## src/rtl/sid_osc_bank.sv

```systemverilog
// SID-style oscillator bank: VOICES voices share one accumulator and waveform
// datapath, processed one voice per clock after each ce_1m round-start strobe.
module sid_osc_bank #(
   parameter int VOICES = 3,
   parameter int ACC_W  = 24,
   parameter int FREQ_W = 16,
   parameter int PW_W   = 12,
   parameter int WAVE_W = 12,
   parameter int LFSR_W = 23,
   localparam int IDX_W = $clog2(VOICES)
) (
   input  logic              clock,
   input  logic              reset_n,
   input  logic              ce_1m,
   input  logic              wr_en,
   input  logic [IDX_W-1:0]  wr_voice,
   input  logic [1:0]        wr_sel,
   input  logic [15:0]       wr_data,
   output logic              wave_valid,
   output logic [IDX_W-1:0]  wave_voice,
   output logic [WAVE_W-1:0] wave_data,
   output logic [VOICES-1:0] gate,
   output logic [VOICES-1:0] osc_msb,
   output logic              busy,
   output logic              overrun
);

   typedef enum logic [1:0] {IDLE, RUN, DONE} state_t;

   state_t             state;
   logic [IDX_W-1:0]   idx;
   logic [VOICES-1:0]  snap_prv;
   logic [VOICES-1:0]  snap_cur;
   logic [VOICES-1:0]  test_d;

   logic [ACC_W-1:0]   acc       [VOICES];
   logic [LFSR_W-1:0]  lfsr      [VOICES];
   logic [FREQ_W-1:0]  freq      [VOICES];
   logic [PW_W-1:0]    pw        [VOICES];
   logic [7:0]         ctl       [VOICES];
   logic [WAVE_W-1:0]  last_wave [VOICES];

   // Datapath for the voice selected by idx
   logic [IDX_W-1:0]   src;
   logic [ACC_W-1:0]   cur_acc;
   logic [ACC_W-1:0]   nxt_acc;
   logic [LFSR_W-1:0]  cur_lfsr;
   logic [LFSR_W-1:0]  nxt_lfsr;
   logic [7:0]         cur_ctl;
   logic               test;
   logic               m;
   logic [WAVE_W-1:0]  tri_w;
   logic [WAVE_W-1:0]  saw_w;
   logic [WAVE_W-1:0]  pul_w;
   logic [WAVE_W-1:0]  noi_w;
   logic [WAVE_W-1:0]  wave;
   logic               wr_ok;

   always_comb begin
      src      = (idx == '0) ? IDX_W'(VOICES - 1) : idx - IDX_W'(1);
      cur_acc  = acc[idx];
      cur_lfsr = lfsr[idx];
      cur_ctl  = ctl[idx];
      test     = cur_ctl[3];

      if (test || test_d[idx] || (cur_ctl[1] && snap_prv[src] && !snap_cur[src]))
         nxt_acc = '0;
      else
         nxt_acc = cur_acc + ACC_W'(freq[idx]);

      // Noise clocks on a rising edge of the tap bit across this round's update
      if (test)
         nxt_lfsr = '1;
      else if (!cur_acc[ACC_W-5] && nxt_acc[ACC_W-5])
         nxt_lfsr = {cur_lfsr[LFSR_W-2:0], cur_lfsr[LFSR_W-1] ^ cur_lfsr[LFSR_W-6]};
      else
         nxt_lfsr = cur_lfsr;

      m     = cur_acc[ACC_W-1] ^ (cur_ctl[2] & ~snap_cur[src]);
      tri_w = {WAVE_W{m}} ^ cur_acc[ACC_W-2 -: WAVE_W];
      saw_w = cur_acc[ACC_W-1 -: WAVE_W];
      pul_w = {WAVE_W{test || (cur_acc[ACC_W-1 -: PW_W] >= pw[idx])}};
      noi_w = cur_lfsr[LFSR_W-1 -: WAVE_W];

      wave = '1;
      if (cur_ctl[4]) wave = wave & tri_w;
      if (cur_ctl[5]) wave = wave & saw_w;
      if (cur_ctl[6]) wave = wave & pul_w;
      if (cur_ctl[7]) wave = wave & noi_w;
      if (cur_ctl[7:4] == 4'b0000) wave = last_wave[idx];

      wr_ok = wr_en && (int'(wr_voice) < VOICES);
   end

   always_comb begin
      gate    = '0;
      osc_msb = '0;
      for (int v = 0; v < VOICES; v++) begin
         gate[v]    = ctl[v][0];
         osc_msb[v] = acc[v][ACC_W-1];
      end
   end

   // NOTE: the per-voice register arrays are reset like any other state so that
   // a mid-round reset leaves no stale phase, noise or held sample behind; all
   // state here uses non-blocking assignments so every read sees pre-edge values.
   always_ff @(posedge clock or negedge reset_n) begin
      if (!reset_n) begin
         state      <= IDLE;
         idx        <= '0;
         busy       <= 1'b0;
         overrun    <= 1'b0;
         wave_valid <= 1'b0;
         wave_voice <= '0;
         wave_data  <= '0;
         snap_prv   <= '0;
         snap_cur   <= '0;
         test_d     <= '0;
         for (int v = 0; v < VOICES; v++) begin
            acc[v]       <= '0;
            lfsr[v]      <= '1;
            freq[v]      <= '0;
            pw[v]        <= '0;
            ctl[v]       <= '0;
            last_wave[v] <= '0;
         end
      end else begin
         wave_valid <= 1'b0;
         case (state)
            IDLE: begin
               if (ce_1m) begin
                  state    <= RUN;
                  idx      <= '0;
                  busy     <= 1'b1;
                  snap_prv <= snap_cur;
                  snap_cur <= osc_msb;
               end
            end
            RUN: begin
               if (ce_1m) overrun <= 1'b1;
               acc[idx]       <= nxt_acc;
               lfsr[idx]      <= nxt_lfsr;
               test_d[idx]    <= test;
               last_wave[idx] <= wave;
               wave_valid     <= 1'b1;
               wave_voice     <= idx;
               wave_data      <= wave;
               if (idx == IDX_W'(VOICES - 1))
                  state <= DONE;
               else
                  idx <= idx + IDX_W'(1);
            end
            DONE: begin
               // Last sample is on the output this cycle; still counts as busy
               if (ce_1m) overrun <= 1'b1;
               state <= IDLE;
               busy  <= 1'b0;
            end
            default: begin
               state <= IDLE;
               busy  <= 1'b0;
            end
         endcase

         if (wr_ok) begin
            case (wr_sel)
               2'd0:    freq[wr_voice] <= wr_data[FREQ_W-1:0];
               2'd1:    pw[wr_voice]   <= wr_data[PW_W-1:0];
               2'd2:    ctl[wr_voice]  <= wr_data[7:0];
               default: ;
            endcase
         end
      end
   end

endmodule

```

## config.mk

```make
export PLATFORM = sky130hd
export DESIGN_NAME = sid_osc_bank
export DESIGN_NICKNAME = d
export VERILOG_FILES = /design/src/rtl/sid_osc_bank.sv
export SDC_FILE = /design/constraint.sdc
export NUM_CORES = 1
export LEC_CHECK = 0
export ABC_AREA = 1
export CORE_MARGIN = 8
export CORE_UTILIZATION = 30
export DETAILED_ROUTE_END_ITERATION = 16
export GPL_TIMING_DRIVEN = 1
export SKIP_CTS_REPAIR_TIMING = 1
export SLEW_MARGIN = 20
export SYNTH_ARGS = -nofsm -noshare
export SYNTH_HDL_FRONTEND = slang
export SYNTH_SLANG_ARGS = --single-unit
```

## constraint.sdc

```tcl
create_clock -name clock -period 7.2 [get_ports clock]
set_input_delay 1.44 -clock clock [delete_from_list [all_inputs] [get_ports clock]]
set_output_delay 1.44 -clock clock [all_outputs]
set_load 0.05 [all_outputs]
```

; ---- Word-level counts from Yosys, hierarchy flattened
; Cells that the tools add are included.
[classes]
n_lt_le_gt_ge = 9
n_addsub = 3
muxes = 63
n_bitwise = 11
n_reduce_logical = 26
eq_ne = 8
[op_table]
columns = op, count
row1 = $mux 12, 11
row2 = $mux 23, 5
row3 = $mux 24, 4
row4 = $bwmux 36, 2
row5 = $bwmux 72, 1
row6 = $bwmux 69, 1
row7 = $bmux 12 s2, 2
row8 = $bmux 24 s2, 1
row9 = $bwmux 48, 1
row10 = $demux 12 s2, 2
row11 = $demux 24 s2, 1
row12 = $mux 16, 3
row13 = $bmux 23 s2, 1
row14 = $demux 23 s2, 1
row15 = $and 12x12->12, 3
row16 = $bmux 16 s2, 1
row17 = $demux 16 s2, 1
row18 = $add 24x16->24, 1
row19 = $bwmux 24, 1
row20 = $mux 8, 3
row21 = $bmux 8 s2, 1
row22 = $demux 8 s2, 1
row23 = $reduce_and 2->1, 7
row24 = $ge 12x12->1, 1
row25 = other kinds (30), 64
[word_totals]
register_bits = 315
output_inout_bits = 23

; ---- Longest topological paths before layout
; Gate-level depths: netlist of run 1.
[depth]
depth_word = 17
ltp_mapped = 27

; ---- Worst setup path before layout of run 1
; No wires, ideal clock.
[synth_timing]
path_kind = register to register
from = register idx[1]
to = register acc[46] (netlist bit)
path_slack_ns = 3.904
arrival_time_ns = 3.219
stages_incl_launch_ff = 23
path_buffers = 4
cell_sequence = dfrtp_1 -> inv_2 -> buf_2 -> buf_2 -> clkbuf_1 -> clkbuf_1 -> o21ai_0 -> o21ai_0 -> ha_1 -> inv_1 -> fa_1 -> nand3b_1 -> nand2_1 -> nand2_1 -> nand2_1 -> nand2_1 -> nand2_1 -> nand2_1 -> nand2_1 -> nand2_1 -> nand2_1 -> nand3_1 -> o21ai_1
[synth_between]
elab_chain_len = 9
word_cells_on_any_way = 32
classes_between = add/sub (2) / order compare (2) / mux (20) / bitwise (1) / reduce/logical (7)
[synth_rtl]
columns = item, line
row1 = from (decl), 31  ; logic [IDX_W-1:0] idx;
row2 = from (signal assigned), 151  ; idx <= idx + IDX_W'(1);
row3 = branches (longest 8 deep; another with $add 24x16->24), n/a
row4 = $bwmux 72 (*), 141  ; acc[idx] <= nxt_acc;
row5 = "to (signal, indexed assignment)", 141
row6 = to (decl), 36  ; logic [ACC_W-1:0] acc [VOICES];
; Mark *: on every way between the ends. The select of a mux whose other input is x is not followed.
; A chain may end at the register's enable or synchronous reset.

; ---- Worst setup path in the final report of run 1
[layout_timing]
from = register idx[0]
to = register last_wave[4] (netlist bit)
[layout_between]
elab_chain_len = 17
word_cells_on_any_way = 42
classes_between = add/sub (1) / order compare (3) / mux (26) / bitwise (8) / reduce/logical (4)
[layout_rtl]
columns = item, line
row1 = $sub 2x1->2 or $logic_not 2->1 (tied branches), 60  ; src = (idx == '0) ? IDX_W'(VOICES - 1) : idx - IDX_W'(1);
row2 = $mux 2, 60
row3 = $bmux 1 s2, 79  ; m = cur_acc[ACC_W-1] ^ (cur_ctl[2] & ~snap_cur[src]);
row4 = $mux 1 (not written as such), 79
row5 = $not 1->1, 79
row6 = $and 1x1->1, 79
row7 = $xor 1x1->1, 79
row8 = $xor 12x12->12, 80  ; tri_w = {WAVE_W{m}} ^ cur_acc[ACC_W-2 -: WAVE_W];
row9 = $mux 12, 86  ; if (cur_ctl[4]) wave = wave & tri_w;
row10 = $and 12x12->12, 87  ; if (cur_ctl[5]) wave = wave & saw_w;
row11 = $mux 12, 87
row12 = $and 12x12->12, 88  ; if (cur_ctl[6]) wave = wave & pul_w;
row13 = $mux 12, 88
row14 = $and 12x12->12, 89  ; if (cur_ctl[7]) wave = wave & noi_w;
row15 = $mux 12, 89
row16 = $mux 12, 90  ; if (cur_ctl[7:4] == 4'b0000) wave = last_wave[idx];
row17 = $bwmux 36 (*), 144  ; last_wave[idx] <= wave;
row18 = "to (signal, indexed assignment)", 144
row19 = to (decl), 41  ; logic [WAVE_W-1:0] last_wave [VOICES];
; Every way passes the cells marked *; elsewhere a longest branch is shown, timed or not. The select of a mux whose other input is x is not followed.

==> impl_metrics.tcl, run 1 <==
set metrics [dict create \
    final.fill_count 5804 \
    slew_headroom 0.244 \
    synth_flop_cell "dfrtp_1" \
    placed_cells 2873 \
    wl_per_cell_um 16.1 \
    synth_area_leaders "dfrtp_1 (37%), nand2_1 (19%), dfstp_2 (11%)" \
    ff2ff_setup_slack_ns 2.41 \
    remaining_drc_errors 0 \
    grt_pass1_vias 14200 \
    hp-start "overrun$_DFFE_PN0P_" \
    tightestPinTransition_ns 1.13 \
    clk_pin_slew_ns 0.06 \
    vias 14400 \
    antenna_found_initial 0 \
    cap_violations 0 \
    htreeDepth 2 \
    core-area_um2 55000 \
    netlist.area_leader.share 0.370 \
    place.port_buffers 46 \
    hold_violations 0 \
    grt_max_degree 131 \
    wirelength_mm 47.4 \
    dp_hpwl_mm 29.6 \
    numClockSinks 315 \
    path_class "flip-flop to flip-flop" \
    synth_nets 2250 \
    fin_crit_ns 4.79 \
    ys_seq_area_frac 0.480 \
    synth.most_common_cell "nand2_1" \
    drive_gt1_frac 0.110 \
    worstHoldPathType "flip-flop to flip-flop" \
    dieArea_um2 63200 \
    period_share 0.665 \
    synthCells 2191 \
    ys_seq_elements 315 \
    syn_avg_cell_area_um2 7.58 \
    finalClockSkew_ns 0.0216 \
    dr.pass1.iters 5 \
    outcome "complete, no violations" \
    start_util 0.302 \
    ant_nets 0 \
    start_kind "flip-flop" \
    yosysTopAreaCell "dfrtp_1" \
    fp.dieW_um 251 \
    grt_pass1_wl_mm 77.7 \
    ys.warnings.count 0 \
    area_growth_pct 12.5 \
    critPathLaunch "idx[0]$_DFFE_PN0P_" \
    fin_nets 2223 \
    setup_violations 0 \
    row_count 86 \
    drv_slew 0 \
    track_usage 0.150 \
    die_h_um 251 \
    root_buffer "clkbuf_16" \
    finalPower_mw 8.80 \
    crit_fanout 51 \
    num_io_pins 47 \
    stdcell_area_um2 18700 \
    cts_made_buffers 36 \
    placed_cell_area_um2 17500 \
    tritoncts "yes" \
    p_per_area_nw_per_um2 471 \
    layout.cells.non_filler 2938 \
    cts_max_path_buffers 3 \
    ys_types 46 \
    overflow 0 \
    end_kind "flip-flop" \
    max_freq_ghz 0.209 \
    post-route-util 0.340 \
    initialDrtViolationCount 1055 \
    async_flop_share 1.00 \
    arrival_ns 5.23 \
    worstPathRequired_ns 7.63 \
    r2r_start "idx[0]$_DFFE_PN0P_" \
    ir_drop_mv 0.160 \
    synth_commonest_cells "nand2_1 (835), o21ai_0 (306), dfrtp_1 (246), nor2_1 (136), inv_1 (134)" \
    gp_congestion 0.923 \
    rsz0062_at_grt "false" \
    tns_ns 0 \
    synth_edf_count 0 \
    netlist_area_um2 16600 \
    antenna_cells 0 \
    insertion_delay_ns 0.56 \
    via_per_inst 4.90 \
    leakagePower_nw 9.01 \
]
[stage by stage]
step / hold WS, ns / worst slack (ns)
2_1_floorplan: 0.441 / 3.90
3_3_place_gp: 0.445 / 2.51
3_5_place_dp: 0.447 / 2.44
4_1_cts: 0.459 / 2.41
5_1_grt: 0.476 / 2.01
6_report: 0.455 / 2.41
[worst paths after layout]
| check | endpoint | depth (start not counted) |
|---|---|---|
| max | last_wave[4]$_DFFE_PN0P_ | 17 |
| max in group asynchronous | freq[40]$_DFFE_PN0P_ | 2 |
| min | overrun$_DFFE_PN0P_ | 1 |
| max reg2reg | last_wave[4]$_DFFE_PN0P_ | 17 |
| min in group asynchronous | snap_cur[1]$_DFFE_PN0P_ | 1 |
| min reg2reg | overrun$_DFFE_PN0P_ | 1 |
[where the power goes]
part,total (mW),internal [mW],leakage (nW),switching [mW]
registers,2.85,2.50,3.90,0.344
logic,4.16,1.28,4.55,2.88
clock network,1.79,1.04,0.555,0.753
total,8.80,4.82,9.01,3.98
[final cells by class]
| type | count | area (um2) | share of cell area |
|---|---|---|---|
| sequential | 315 | 7970 | 0.427 |
| tap | 748 | 936 | 0.0501 |
| clock buffer | 56 | 1040 | 0.0554 |
| timing repair buffer | 62 | 618 | 0.0331 |
| multi-input combinational | 1599 | 7460 | 0.399 |
| inverter | 150 | 571 | 0.0305 |
| clock inverter | 8 | 98.8 | 0.00529 |
[layer usage]
layer / global-route usage / share of wire / routed length [um] / vias up
met5: 0 / 0 / 0 / -
met4: 0.0432 / 0.024 / 1120 / 0
met3: 0.0238 / 0.046 / 2200 / 91
met2: 0.261 / 0.49 / 23400 / 378
met1: 0.189 / 0.44 / 20700 / 6991
li1: - / - / - / 6933
[kinds of logic (layout without fill, tap and decap cells)]
kind of cell | Yosys count | after routing | share of synthesized area
AO/OA/AOI/OAI | 404 | 404 | 0.128
XOR/XNOR | 4 | 4 | 0.00211
adder cells (fa/ha/maj) | 35 | 35 | 0.0268
buffers and inverters | 277 | 276 | 0.0722
flip-flops | 315 | 315 | 0.480
multiplexers | 1 | 1 | 0.000678
AND/OR/NAND/NOR | 1155 | 1155 | 0.290
[critical path, stage by stage (launching register included)]
cell	delay, ns
dfrtp_4	0.72
inv_8	0.36
nand2_4	0.30
inv_2	0.81
buf_4	0.51
nand2_2	0.12
nand2_4	0.15
ha_1	0.26
a21oi_1	0.14
nor2_1	0.05
a211oi_1	0.16
nand2_1	0.13
nand2_1	0.07
nand2_1	0.25
nand2_1	0.22
nand2_2	0.10
nand2_1	0.07
nand2_1	0.07
[flip-flops by register name, indices dropped and copies added (netlist names)]
signal      count
freq           48
snap_prv        3
state           2
ctl            21
wave_valid      1
wave_voice      2
pw             36
idx             2
gate            3
snap_cur        3
osc_msb         3
test_d          3
lfsr           69
last_wave      36
wave_data      12
overrun         1
busy            1
acc            69
[layout by cell type (no fill, tap or decap), types with 3 or more instances in the layout]
master	instances
o22ai_1	4
clkbuf_1	14
or2_1	3
o21ai_1	30
nand3_1	64
a21oi_1	29
o21ai_2	3
nand3_2	21
ha_1	34
nand2_1	832
clkbuf_16	36
o21ai_0	306
clkinv_2	3
clkbuf_8	6
xnor2_1	3
a2bb2oi_1	11
nand2_2	38
clkdlybuf4s50_1	45
nand2_4	5
nor2_1	136
inv_1	134
or2_2	15
nand4_1	29
dfstp_2	69
a31oi_1	10
inv_2	13
buf_4	14
dfrtp_1	245
nor3_1	6
(Power assumes the default switching activity.)
==> run 2, diff against run 1 <==
- clock period: 7.2 -> 4.8 ns (I/O delays scaled with it)
==> run 2 against run 1 <==
  * Hold slack worse by 0.16 ns
  * Critical path depth is 1 higher
  * Routed wire length up 3.0%
  * Fmax grew 21%
  * Clock skew rose by 0.0074 ns
  * Global-route usage rose by 0.45 points
  * Total power rose by 52%
  * Sequential cell count is the same
  * Combinational power up 53%
  * Setup slack lost 1.6 ns
  * First-iteration DRC count rose by 11%
  * Non-clock buffer count up 16
  * Critical endpoint is now lfsr[68]$_DFFE_PN1P_
  * Largest power group unchanged
==> impl_metrics.tcl, run 2 (synthesis gave the netlist of run 1 again) <==
set metrics [dict create \
    tns_ns 0 \
    worstPathCellList "buf_4 -> nand2_4 -> buf_4 -> nor2_1 -> a31oi_1 -> inv_2 -> ha_1 -> nand2_1 -> nor2_1 -> nand3_2 -> nor2_2 -> nand2_2 -> nand2_4 -> nand3_4 -> nand2_1 -> nand3_1 -> nand2_1 -> nand2_1" \
    start_util 0.302 \
    final_common_cell "nand2_1" \
    wirelength_mm 48.8 \
    ir_drop_mv 0.282 \
    row_count 86 \
    ff2ff_setup_slack_ns 0.85 \
    r2r_end "lfsr[68]$_DFFE_PN1P_" \
    drive_gt1_frac 0.119 \
    fin_nets 2241 \
    placed_cells 2889 \
    routed.top_layer "met4" \
    die_h_um 251 \
    fin_crit_ns 3.95 \
    worstHoldPathType "primary input to asynchronous set/reset pin" \
    layout_setup_ws_ns 0.849 \
    worstPathRequired_ns 5.26 \
    place.port_buffers 46 \
    start_kind "flip-flop" \
    wl_met3_mm 2.81 \
    numClockSinks 315 \
    cpMostUsedCell "nand2_1" \
    gp_congestion 0.876 \
    htreeDepth 2 \
    grt_pass1_vias 14400 \
    cts_made_buffers 38 \
    dieArea_um2 63200 \
    multi_input_area_um2 7460 \
    worst-path-buf-inv 3 \
    cts_max_path_buffers 3 \
    r2r_start "idx[1]$_DFFE_PN0P_" \
    period_share 0.823 \
    slowest_delay_ns 0.48 \
    end_kind "flip-flop" \
    antenna_cells 0 \
    place_ws_ns 0.922 \
    leakagePower_nw 9.13 \
    grt_pass1_wl_mm 79.4 \
    reg.largest.list "acc x69, lfsr x69, freq x48" \
    root_buffer "clkbuf_16" \
    layout.cells.non_filler 2959 \
    area_growth_pct 13.7 \
    vias 14400 \
    track_usage 0.154 \
    cap_violations 0 \
    grt_max_degree 118 \
    ant_nets 0 \
    initialDrtViolationCount 1176 \
    max_freq_ghz 0.253 \
    crit_fanout 27 \
    finalPower_mw 13.4 \
    rsz0062_at_grt "false" \
    clk_pin_slew_ns 0.06 \
    reg2regPathDepth 18 \
    remaining_drc_errors 0 \
    via_per_inst 4.85 \
    final.fill_count 5743 \
    core-area_um2 55000 \
    hold_violations 0 \
    crit_family "simple AND/OR/NAND/NOR gates" \
    overflow 0 \
    stdcell_area_um2 18900 \
    dr.pass1.iters 7 \
    slowest_stage "a31oi_1" \
    outcome "complete, no violations" \
    wl_per_cell_um 16.5 \
    met1Wirelength_mm 21.4 \
    insertion_delay_ns 0.55 \
    tightestPinTransition_ns 1.11 \
    area.sequential_um2 7970 \
    antenna_found_initial 0 \
    p_per_area_nw_per_um2 707 \
    dp_hpwl_mm 30.9 \
    fp.dieW_um 251 \
    path_class "flip-flop to flip-flop" \
    finalClockSkew_ns 0.0290 \
    met2_length_mm 22.8 \
    tritoncts "yes" \
    num_io_pins 47 \
    placed_cell_area_um2 17700 \
    layout_common_cells "nand2_1 (830), o21ai_0 (306), dfrtp_1 (245), nor2_1 (136), inv_1 (134)" \
    drv_slew 0 \
    arrival_ns 4.41 \
    slew_headroom 0.259 \
    setup_violations 0 \
]
-- run 2: changes by cell type in the layout (fill, tap and decap cells not counted), sizes merged --
cell / previous run / this run
buf: 17 / 33
clkbuf: 56 / 60
clkinv: 6 / 8
bufinv: 1 / 0
-- run 2: metal layers --
metal | vias up | GRT usage
met5 | - | 0
met4 | 0 | 0.0647
met3 | 96 | 0.0275
li1 | 6974 | -
met1 | 6867 | 0.199
met2 | 415 | 0.253
-- run 2: worst max path at each step --
stage | end | slack (ns) | cells after the start | startpoint
final | lfsr[68]$_DFFE_PN1P_ | 0.85 | 18 | idx[1]$_DFFE_PN0P_
after global routing | lfsr[24]$_DFFE_PN1P_ | 0.56 | 20 | idx[1]$_DFFE_PN0P_
after CTS | lfsr[68]$_DFFE_PN1P_ | 0.92 | 18 | idx[1]$_DFFE_PN0P_
after detailed placement | lfsr[68]$_DFFE_PN1P_ | 0.92 | 18 | idx[1]$_DFFE_PN0P_
after global placement | lfsr[33]$_DFFE_PN1P_ | 0.91 | 18 | idx[1]$_DFFE_PN0P_
after floorplan | acc[46]$_DFFE_PN0P_ | 1.50 | 22 | idx[1]$_DFFE_PN0P_
-- run 2: stage by stage --
step,utilization,hold WS (ns)
after floorplan,-,0.441
after global placement,0.322,0.443
after detailed placement,0.322,0.450
after CTS,0.343,0.464
after global routing,0.344,0.311
final,0.344,0.300
-- run 2: power breakdown --
group,total [mW],switching (mW),internal [mW]
Clock,2.76,1.14,1.61
Combinational,6.38,4.40,1.97
Sequential,4.22,0.464,3.76
-- run 2: layout make-up --
class                      instances  area share
clock inverter                     9     0.00298
timing repair buffer              78      0.0410
multi-input combinational       1599       0.395
clock buffer                      60      0.0595
sequential                       315       0.422
inverter                         150      0.0302
tap                              748      0.0495
